## config.mk

```make
export PLATFORM = sky130hd
export DESIGN_NAME = ahb64_sram_ctrl
export DESIGN_NICKNAME = d
export VERILOG_FILES = /design/src/rtl/ahb64_sram_ctrl.sv
export SDC_FILE = /design/constraint.sdc
export NUM_CORES = 1
export LEC_CHECK = 0
export ABC_CLOCK_PERIOD_IN_PS = 8200
export BUFFER_PORTS_ARGS = -buffer_cell sky130_fd_sc_hd__buf_2
export CORE_MARGIN = 8
export CORE_UTILIZATION = 53
export CTS_BUF_LIST = sky130_fd_sc_hd__clkbuf_2
export DETAILED_ROUTE_END_ITERATION = 10
export GPL_ROUTABILITY_DRIVEN = 0
export PLACE_DENSITY = 0.89
export SLEW_MARGIN = 5
export SYNTH_ARGS = -nofsm -noshare
export SYNTH_HDL_FRONTEND = slang
export SYNTH_SLANG_ARGS = --single-unit
```

## constraint.sdc

```tcl
create_clock -name HCLK -period 8.2 [get_ports HCLK]
set_input_delay 0.82 -clock HCLK [delete_from_list [all_inputs] [get_ports HCLK]]
set_output_delay 0.82 -clock HCLK [all_outputs]
set_load 0.05 [all_outputs]
```

## src/rtl/ahb64_sram_ctrl.sv

```systemverilog
// AHB-Lite 64-bit slave in front of a single-port synchronous SRAM: zero-wait posted writes,
// reads take 3+WAIT_STATES data-phase cycles (+1 to drain a pending write); bad transfers get a 2-cycle ERROR.
module ahb64_sram_ctrl #(
    parameter int          MEM_AW      = 10,
    parameter logic [31:0] BASE_ADDR   = 32'h2000_0000,
    parameter int          WAIT_STATES = 0
) (
    input  logic              HCLK,
    input  logic              HRESET,
    input  logic              HSEL,
    input  logic [31:0]       HADDR,
    input  logic [1:0]        HTRANS,
    input  logic              HWRITE,
    input  logic [2:0]        HSIZE,
    input  logic [63:0]       HWDATA,
    input  logic              HREADY,
    output logic              HREADYOUT,
    output logic              HRESP,
    output logic [63:0]       HRDATA,
    output logic              sram_en,
    output logic              sram_we,
    output logic [7:0]        sram_wmask,
    output logic [MEM_AW-1:0] sram_addr,
    output logic [63:0]       sram_wdata,
    input  logic [63:0]       sram_rdata
);

    localparam logic [3:0] S_IDLE     = 4'd0;
    localparam logic [3:0] S_WRITE    = 4'd1;
    localparam logic [3:0] S_RD_DRAIN = 4'd2;
    localparam logic [3:0] S_RD_ISSUE = 4'd3;
    localparam logic [3:0] S_RD_WAIT  = 4'd4;
    localparam logic [3:0] S_RD_CAP   = 4'd5;
    localparam logic [3:0] S_RD_DONE  = 4'd6;
    localparam logic [3:0] S_ERR1     = 4'd7;
    localparam logic [3:0] S_ERR2     = 4'd8;

    localparam logic [2:0] WAIT_LAST = 3'((WAIT_STATES == 0) ? 0 : WAIT_STATES - 1);

    logic [3:0]        state_q, state_d;
    logic [2:0]        cnt_q, cnt_d;
    logic [MEM_AW-1:0] xfer_addr_q, xfer_addr_d;
    logic [7:0]        xfer_mask_q, xfer_mask_d;
    logic              buf_vld_q, buf_vld_d;
    logic [MEM_AW-1:0] buf_addr_q, buf_addr_d;
    logic [7:0]        buf_mask_q, buf_mask_d;
    logic [63:0]       buf_data_q, buf_data_d;
    logic [63:0]       hrdata_q, hrdata_d;

    logic       hready_int;
    logic       accept;
    logic       window_ok;
    logic       align_ok;
    logic       addr_err;
    logic [7:0] acc_mask;
    logic       drain;

    assign hready_int = (state_q == S_IDLE) || (state_q == S_WRITE) ||
                        (state_q == S_RD_DONE) || (state_q == S_ERR2);
    assign accept     = hready_int && HSEL && HREADY && HTRANS[1];
    assign window_ok  = (HADDR[31:MEM_AW+3] == BASE_ADDR[31:MEM_AW+3]);

    // Oversize transfers fall into the default arm and are reported as misaligned.
    always_comb begin
        align_ok = 1'b0;
        acc_mask = 8'hFF;
        case (HSIZE)
            3'd0: begin align_ok = 1'b1;                  acc_mask = 8'h01 << HADDR[2:0]; end
            3'd1: begin align_ok = ~HADDR[0];             acc_mask = 8'h03 << HADDR[2:0]; end
            3'd2: begin align_ok = (HADDR[1:0] == 2'b00); acc_mask = 8'h0F << HADDR[2:0]; end
            3'd3: begin align_ok = (HADDR[2:0] == 3'b000); acc_mask = 8'hFF; end
            default: begin align_ok = 1'b0;               acc_mask = 8'hFF; end
        endcase
    end

    assign addr_err = !window_ok || !align_ok;

    // The posted write takes the SRAM port in any cycle a read is not issuing.
    assign drain = buf_vld_q && (state_q != S_RD_ISSUE);

    always_comb begin
        buf_vld_d  = buf_vld_q;
        buf_addr_d = buf_addr_q;
        buf_mask_d = buf_mask_q;
        buf_data_d = buf_data_q;
        if (drain) begin
            buf_vld_d = 1'b0;
        end
        if (state_q == S_WRITE) begin
            buf_vld_d  = 1'b1;
            buf_addr_d = xfer_addr_q;
            buf_mask_d = xfer_mask_q;
            buf_data_d = HWDATA;
        end
    end

    always_comb begin
        state_d     = state_q;
        cnt_d       = cnt_q;
        xfer_addr_d = xfer_addr_q;
        xfer_mask_d = xfer_mask_q;
        case (state_q)
            S_IDLE, S_WRITE, S_RD_DONE, S_ERR2: begin
                state_d = S_IDLE;
                if (accept) begin
                    if (addr_err) begin
                        state_d = S_ERR1;
                    end else begin
                        xfer_addr_d = HADDR[MEM_AW+2:3];
                        xfer_mask_d = acc_mask;
                        if (HWRITE) begin
                            state_d = S_WRITE;
                        end else begin
                            state_d = buf_vld_d ? S_RD_DRAIN : S_RD_ISSUE;
                        end
                    end
                end
            end
            S_RD_DRAIN: state_d = S_RD_ISSUE;
            S_RD_ISSUE: begin
                cnt_d   = WAIT_LAST;
                state_d = (WAIT_STATES == 0) ? S_RD_CAP : S_RD_WAIT;
            end
            S_RD_WAIT: begin
                if (cnt_q == 3'd0) begin
                    state_d = S_RD_CAP;
                end else begin
                    cnt_d = cnt_q - 3'd1;
                end
            end
            S_RD_CAP: state_d = S_RD_DONE;
            S_ERR1:   state_d = S_ERR2;
            default:  state_d = S_IDLE;
        endcase
    end

    assign hrdata_d = (state_q == S_RD_CAP) ? sram_rdata : hrdata_q;

    always_ff @(posedge HCLK or posedge HRESET) begin
        if (HRESET) begin
            state_q     <= S_IDLE;
            cnt_q       <= '0;
            xfer_addr_q <= '0;
            xfer_mask_q <= '0;
            buf_vld_q   <= 1'b0;
            buf_addr_q  <= '0;
            buf_mask_q  <= '0;
            buf_data_q  <= '0;
            hrdata_q    <= '0;
        end else begin
            state_q     <= state_d;
            cnt_q       <= cnt_d;
            xfer_addr_q <= xfer_addr_d;
            xfer_mask_q <= xfer_mask_d;
            buf_vld_q   <= buf_vld_d;
            buf_addr_q  <= buf_addr_d;
            buf_mask_q  <= buf_mask_d;
            buf_data_q  <= buf_data_d;
            hrdata_q    <= hrdata_d;
        end
    end

    assign HREADYOUT  = hready_int;
    assign HRESP      = (state_q == S_ERR1) || (state_q == S_ERR2);
    assign HRDATA     = hrdata_q;
    assign sram_en    = drain || (state_q == S_RD_ISSUE);
    assign sram_we    = drain;
    assign sram_wmask = drain ? buf_mask_q : 8'h00;
    assign sram_addr  = drain ? buf_addr_q : xfer_addr_q;
    assign sram_wdata = buf_data_q;

endmodule

```

==> results.py <==
metrics = {
    "cells_and_area": {
        "post-route-util_pct": 68.73,
        "stdcell_count": 1005,
        "drive_gt1_share_pct": 63.80,
        "final_cell_area_sq_mm": 0.009066,
        "final_nets": 985,
        "layout_common_cells": "buf_2 (318), dfrtp_1 (172), mux2_2 (155)",
        "area_growth_pct": 27.28,
        "final_common_cell": "buf_2",
    },
    "setup_path": {
        "crit_arrival_ps": 3130,
        "critical_path.max_fanout": 13,
        "startpoint_type": "register",
        "rr_endpoint": "buf_mask_q[0]$_DFFE_PP0P_",
        "rrSetupSlack_ps": 6040,
        "required_ps": 7380,
        "startpoint": "state_q[2]$_DFFE_PP0P_",
        "worstRegToRegCells": 4,
        "critical_path_class": "reg -> out",
        "endpoint_kind": "output port",
        "r2r_start": "state_q[1]$_DFFE_PP0P_",
    },
    "clocking": {
        "clock-sinks": 172,
        "cts_buffers": 17,
        "clockBufferDepth": 2,
        "cts_tree": "done",
        "worstSkewPairLatency_ps": 740,
        "postCtsSetupRepairBufs": 0,
        "holdBufCountCts": 0,
        "h-tree-depth": 4,
        "cts_resized": 0,
        "root_buffer": "clkbuf_2",
        "clkTransAtPathRegs_ps": 240,
    },
    "sta": {
        "finalCritPeriodShare_pct": 48.17,
        "finalClockSkew_ps": 32.33,
        "hold_viol_final": 0,
        "slew_violations": 0,
        "rsz0062_at_grt": "false",
        "setup_viol": 0,
        "min_period_ps": 3950,
        "fin_tns_setup_ps": 0,
        "worst_pin_slew_ps": 982.7,
        "relSlewSlack_pct": 34.49,
        "fmax_mhz": 253.1,
    },
    "floorplan": {
        "fp.dieH_microns": 131.9,
        "die_x_microns": 131.9,
        "io_pins": 320,
        "core_sq_mm": 0.01319,
        "rows": 42,
        "die_area_sq_mm": 0.01741,
        "start_util_pct": 54.00,
    },
    "synthesis": {
        "synth_area_sq_mm": 0.007123,
        "ys_ff_latch": 172,
        "synth_area_leaders": "dfrtp_1 (60%), mux2_2 (25%), mux2_4 (2.1%), nand2_1 (1.8%), buf_2 (1.2%)",
        "yosysWarnings": 0,
        "netlist.area_leader.share_pct": 60.43,
        "synth_edf_count": 0,
        "synth_area_leader_cell": "dfrtp_1",
        "synth_cells": 502,
        "ys_types": 44,
        "yosysSeqAreaShare_pct": 60.43,
        "synthFlopType": "dfrtp_1",
        "synth.net_count": 674,
        "synthArstFlopShare_pct": 100.0,
        "avgSynthCellArea_sq_um": 14.19,
    },
    "grt": {
        "gr-total-overflow": 0,
        "grt_pass1_vias": 5374,
        "grt_usage_pct": 22.02,
        "grt_max_degree": 92,
        "antenna_found_initial": 4,
        "grt_pass1_wl_microns": 30070,
    },
    "placement": {
        "hpwl_microns": 14750,
        "dp_cells": 970,
        "place_area_sq_mm": 0.008826,
        "numPortBuffers": 318,
    },
    "drt": {
        "drtIter0Drc": 278,
        "drc_errors": 0,
        "routed_wirelength_microns": 19120,
        "wl_per_cell_microns": 19.02,
        "dr.pass1.iters": 4,
        "routed_via_density": 5.150,
        "ant_nets": 0,
        "vias": 5176,
    },
    "job": {
        "max_cap_viol_count": 0,
    },
    "power_and_ir_drop": {
        "max-vdd-ir-drop_v": 0.0003030,
        "p_per_area_mw_per_mm2": 459.4,
        "leakagePower_nw": 4.640,
        "power_mw": 4.165,
    },
    "status": {
        "status": "finished clean",
    },
    "min_path": {
        "worstHoldPathType": "in -> async",
    },
}
==> worst max-delay path: stages (launching register included) <==
cell and delay [ps]:
dfrtp_1 510, nor2_1 270, nand3_1 450, nand2_1 500, inv_1 290, nand2_1 140, nand2_1 60, buf_2 210
==> stage by stage <==
stage          hold slack (ps)  worst slack [ps]
2_1_floorplan            457.9              2720
3_3_place_gp             475.9              5179
3_5_place_dp             488.3              5102
4_1_cts                  138.0              4236
5_1_grt                  149.3              3964
6_report                 187.2              4250
==> logic make-up (layout without fill, tap and decap cells) <==
family | after synthesis | after routing | share of synthesized area, %
AOI/OAI and AO/OA | 34 | 34 | 3.250
muxes | 166 | 166 | 26.75
and+or+nand+nor | 88 | 88 | 6.535
adders and majority gates | 2 | 2 | 0.3513
buffers and inverters | 40 | 364 | 2.688
other | 0 | 3 | 0
DFF | 172 | 172 | 60.43
==> state kept, by name (all words and copies together), names as in the netlist <==
register	count
cnt_q	3
xfer_addr_q	10
buf_mask_q	8
sram_wdata	64
state_q	4
HRDATA	64
buf_vld_q	1
buf_addr_q	10
xfer_mask_q	8
==> routing by layer <==
metal,GRT usage (%),share of wire (%),up-vias
met3,7.660,7.4,44
met1,24.83,39,2507
met5,0,0.068,-
li1,-,-,2391
met4,9.700,3.4,2
met2,37.06,51,232
==> report_power, final <==
part | total [mW] | switching, mW | internal [mW]
Combinational | 2.37 | 1.70 | 0.668
Sequential | 1.37 | 0.184 | 1.18
Clock | 0.434 | 0.293 | 0.141
==> worst max path at each step <==
stage,end,slack (ps),cells past startpoint
6_report,sram_addr[6],4250,7
5_1_grt,sram_addr[3],3960,7
4_1_cts,sram_addr[9],4240,7
3_5_place_dp,sram_addr[9],5100,7
3_3_place_gp,sram_addr[8],5180,7
2_1_floorplan,HRDATA[0]$_DFFE_PP0N_,2720,1
==> area by class of cell <==
class                           count  area, sq um
Clock buffer                       18        90.09
Inverter                           10        42.54
Tap cell                          176        220.2
Multi-Input combinational cell    290         2638
Clock inverter                     14        142.6
Antenna cell                        3        7.507
Sequential cell                   172         4304
Timing Repair Buffer              322         1622
Fill cell                         959         4124
==> synth_stat cells (all sizes together), types with 3 or more instances <==
cell	number
a21oi	7
inv	10
nand3	4
o21ai	10
and3	11
nor2	16
dfrtp	172
clkbuf	10
o22ai	3
mux2	165
nor3	3
nand2	35
nor4	3
nand2b	5
or4	3
buf	20
No activity file was read; power rests on OpenSTA's default activity.
